--- config.mk ---
export PLATFORM = sky130hd
export DESIGN_NAME = sc_backg_timer
export DESIGN_NICKNAME = d
export VERILOG_FILES = /design/src/rtl/sc_backg_timer.sv
export SDC_FILE = /design/constraint.sdc
export NUM_CORES = 1
export LEC_CHECK = 0
export ABC_AREA = 1
export CAP_MARGIN = 0
export CORE_MARGIN = 8
export CORE_UTILIZATION = 35
export DETAILED_ROUTE_END_ITERATION = 16
export HOLD_SLACK_MARGIN = 0.15
export SLEW_MARGIN = 20
export SYNTH_ARGS = -nofsm -noshare
export SYNTH_HDL_FRONTEND = slang
export SYNTH_SLANG_ARGS = --single-unit
--- constraint.sdc ---
create_clock -name SC_STATEMACHINEBACKG_CLOCK_50 -period 4.85 [get_ports SC_STATEMACHINEBACKG_CLOCK_50]
set_input_delay 1.455 -clock SC_STATEMACHINEBACKG_CLOCK_50 [delete_from_list [all_inputs] [get_ports SC_STATEMACHINEBACKG_CLOCK_50]]
set_output_delay 1.455 -clock SC_STATEMACHINEBACKG_CLOCK_50 [all_outputs]
set_load 0.03 [all_outputs]
--- src/rtl/sc_backg_timer.sv ---
// Background speed timer: counts upcount strobes against compare>>level and raises
// an active-low timeout that stays asserted until the shifter acknowledges it.
module sc_backg_timer #(
  parameter logic [7:0] COMPARE_RESET    = 8'd200,
  parameter int         SHIFTS_PER_LEVEL = 8
) (
  input  logic       SC_STATEMACHINEBACKG_CLOCK_50,
  input  logic       SC_STATEMACHINEBACKG_RESET_InHigh,
  input  logic       clear_InLow,
  input  logic       load_InLow,
  input  logic [7:0] loadData_In,
  input  logic       upcount_InLow,
  input  logic [1:0] shiftselection_In,
  output logic       T0_OutLow,
  output logic [7:0] count_Out,
  output logic [2:0] level_Out,
  output logic       overrun_Out
);

  typedef enum logic {RUN = 1'b0, PEND = 1'b1} state_t;

  localparam logic [2:0] SHIFT_LAST = 3'(SHIFTS_PER_LEVEL - 1);
  localparam logic [2:0] LEVEL_MAX  = 3'd7;

  state_t     state_q, state_d;
  logic [7:0] count_q, count_d;
  logic [7:0] compare_q, compare_d;
  logic [2:0] level_q, level_d;
  logic [2:0] shiftcnt_q, shiftcnt_d;
  logic       overrun_q, overrun_d;

  logic [7:0] shifted, term, term_m1;
  logic       do_clear, do_load, do_tick, timeout, ack;

  // Terminal never drops to zero, otherwise a deep level would stall the counter.
  assign shifted = compare_q >> level_q;
  assign term    = (shifted == 8'd0) ? 8'd1 : shifted;
  assign term_m1 = term - 8'd1;

  assign do_clear = ~clear_InLow;
  assign do_load  = ~do_clear & ~load_InLow;
  assign do_tick  = ~do_clear & ~do_load & ~upcount_InLow;
  assign timeout  = do_tick & (count_q >= term_m1);
  assign ack      = (shiftselection_In == 2'b10);

  always_comb begin
    state_d    = state_q;
    count_d    = count_q;
    compare_d  = compare_q;
    level_d    = level_q;
    shiftcnt_d = shiftcnt_q;
    overrun_d  = overrun_q;

    if (do_clear) begin
      state_d    = RUN;
      count_d    = 8'd0;
      level_d    = 3'd0;
      shiftcnt_d = 3'd0;
      overrun_d  = 1'b0;
    end else if (do_load) begin
      // A load cycle freezes the handshake; an ack presented now is not taken.
      compare_d = (loadData_In == 8'd0) ? 8'd1 : loadData_In;
      count_d   = 8'd0;
    end else begin
      if (do_tick) begin
        count_d = timeout ? 8'd0 : count_q + 8'd1;
      end
      case (state_q)
        RUN: begin
          if (timeout) begin
            state_d = PEND;
          end
        end
        PEND: begin
          if (ack) begin
            if (!timeout) begin
              state_d = RUN;
            end
            if (shiftcnt_q == SHIFT_LAST) begin
              shiftcnt_d = 3'd0;
              if (level_q != LEVEL_MAX) begin
                level_d = level_q + 3'd1;
              end
            end else begin
              shiftcnt_d = shiftcnt_q + 3'd1;
            end
          end else if (timeout) begin
            overrun_d = 1'b1;
          end
        end
        default: state_d = RUN;
      endcase
    end
  end

  always_ff @(posedge SC_STATEMACHINEBACKG_CLOCK_50 or posedge SC_STATEMACHINEBACKG_RESET_InHigh) begin
    if (SC_STATEMACHINEBACKG_RESET_InHigh) begin
      state_q    <= RUN;
      count_q    <= 8'd0;
      compare_q  <= COMPARE_RESET;
      level_q    <= 3'd0;
      shiftcnt_q <= 3'd0;
      overrun_q  <= 1'b0;
    end else begin
      state_q    <= state_d;
      count_q    <= count_d;
      compare_q  <= compare_d;
      level_q    <= level_d;
      shiftcnt_q <= shiftcnt_d;
      overrun_q  <= overrun_d;
    end
  end

  assign T0_OutLow   = (state_q != PEND);
  assign count_Out   = count_q;
  assign level_Out   = level_q;
  assign overrun_Out = overrun_q;

endmodule

==> metrics <==
cell taking the most area after synthesis=dfrtp_1; Total Power Consumption=0.645 mW; Wirelength per Cell=12.4 µm; Max VDD drop=130 µV; placed cells=327; share of the synthesized area in the top cell type=0.275; largest family of logic cells by synthesized area=simple AND/OR/NAND/NOR gates; Max stage delay on crit path=770 ps; asr flop ratio synth=1.00; cell area after synthesis=1910 µm²; WP data arrival=1660 ps; CP max FO=10; simple-gate portion of the synthesized area=0.318; Synth Register Bits=24; R2R Path End=count_Out[1]; CP cell instances=clkdlybuf4s50_1; WS Path Type=flop to output pin; post-synthesis xor/xnor area fraction=0.0412; Core Rows=27; Slew Viols, Final=0; Ports=28; outcome=finished, final reports clean; DPL Wire Length=3320 µm; Synth area leaders=dfrtp_1 (27%), nand2_1 (12%), ha_1 (9.2%), nand3_1 (5.5%), inv_1 (5.1%); sequential element share of the synthesized area=0.316; DRT iter0 DRCs=70; initial antenna violation count=0; routed wire length=4110 µm; period utilization=0.642; CP max stage cell=clkdlybuf4s50_1; Vias=1,586; core area=5410 µm²; PD cells=286 nW/µm²; worst reg2reg startpoint=level_Out[0]; final antenna-violating net count=0; max cap viols=0; ant diodes=0; min Tclk post-route=3120 ps; Post-synth EDFFs=0; first-pass GRT wire length=7250 µm; Worst Path Required=3390 ps; Mean Syn Cell Area=8.17 µm²; Area growth, synth to finish=18.0%; CP top delay family=buffers and inverters; Finished Layout Cells=331; Distinct cells, synth=39; Synth Area in Adders=0.0916; Worst Hold Class=flop to flop; DRC viols=0; Die Span Y=89.9 µm; Worst setup SP type=flop; # setup viols final=0; largest net degree at the start of global routing=25; GP Congestion=0.871; worst slew pin tran=944 ps; Worst slew margin=0.370; Post-Syn Nets=263; Placed Area=2210 µm²; worst-skew pair later-pin latency=270 ps; Primary FF master, synth=dfrtp_1; Post-Syn Instances=234; IO Port Bufs=27; Die Area=8080 µm²; gr usage total=0.104; Pre-antenna DRT Iters=4; hold buffers post-CTS=0; compound-cell area share of the yosys netlist=0.110; filler cell count=570; clock skew=11.5 ps; multiplexer area fraction after synthesis=0.0236; r2r setup slk=1880 ps; H-Tree Depth=1; WP buf/inv=1; Fmax=0.321 GHz; Num CTS Buffers=3; post-CTS sizing=0; P_leak=1.04 nW; worst r2r path cells=18; Post-CTS Setup Bufs=0; unrepaired setup endpoints after global routing=false; die width=89.9 µm; setup_tns=0 ps; drt via density=4.79; crit end category=output pin; total grt overflow=0; vias in the first global route=1,608; post-route design area=2260 µm²; Yosys warning count=0; hold path cells=2; CTS tree=built; Final Hold Fails=0; Worst-path clk slew=80 ps; layout cells sized above 1=0.154; most frequent cell after synthesis=nand2_1; Initial Util=0.354; Final nets=289; Root Buffer=clkbuf_8; Hold EP=compare_q[0]; clk sinks=24; HP Start=compare_q[0]; Longest Clk Path Bufs=2; Commonest cells post-synth=nand2_1 (59), inv_1 (26), dfrtp_1 (21), nand3_1 (21), ha_1 (14)
## where the power goes
group | switching [mW] | internal (mW) | total [mW]
sequential | 0.0194 | 0.216 | 0.235
clock | 0.0657 | 0.0587 | 0.124
combinational | 0.176 | 0.109 | 0.286
total | 0.262 | 0.384 | 0.645
## final cells by class
type                    count  area, µm²  share of cell area
well taps                  72       90.1              0.0399
repair buffers             27        270               0.120
inverters                  31        129              0.0571
flip-flops and latches     24        604               0.268
clock buffers               4       45.0              0.0200
multi-input cells         173       1120               0.495
## layer usage
layer,up-vias,wire length [µm],part of all wire,track usage
li1,838,-,-,-
met1,729,2030,0.50,0.136
met2,15,1950,0.47,0.174
met3,4,65,0.016,0.0133
met4,0,59,0.014,0.0333
met5,-,0,0,0
## state kept, by name (all words and copies together), names as in the netlist
| signal | cells |
|---|---|
| compare_q | 8 |
| count_Out | 8 |
| level_Out | 3 |
| overrun_Out | 1 |
| shiftcnt_q | 3 |
| state_q | 1 |
## cells in the final DEF (no fill, tap or decap), types with 4 or more instances in the layout
cell / n
nand2_1: 59
clkdlybuf4s50_1: 27
inv_1: 26
nand3_1: 21
dfrtp_1: 21
ha_1: 14
nand3_2: 9
o21ai_0: 8
o22ai_1: 8
a21oi_1: 7
xor2_1: 7
nor2_1: 5
nand2_2: 5
mux2_2: 4
## worst max path at each step
stage	slack (ps)	to	cells after the start	start
2_1_floorplan	2100	overrun_Out	20	level_Out[0]
3_3_place_gp	1790	count_Out[1]	5	clear_InLow
3_5_place_dp	1780	count_Out[1]	5	clear_InLow
4_1_cts	1730	level_Out[0]	1	level_Out[0]
5_1_grt	1520	overrun_Out	18	level_Out[0]
6_report	1730	level_Out[0]	1	level_Out[0]
## cell families (layout without fill, tap and decap cells)
kind of cell               Yosys count  count (layout)
AOI/OAI and AO/OA                   32              32
xor gates and xnor gates             9               9
adders and majority gates           14              14
buffers and inverters               37              62
DFF                                 24              24
muxes                                4               4
and+or+nand+nor                    114             114
## metrics by stage
step | hold WS (ps) | setup slack, ps | utilization
floorplan | 453 | 2100 | -
global placement | 475 | 1790 | 0.409
detailed placement | 482 | 1780 | 0.409
CTS | 504 | 1730 | 0.417
global route | 537 | 1520 | 0.417
finish | 500 | 1730 | 0.417
Power figures use the tool's default switching activity.
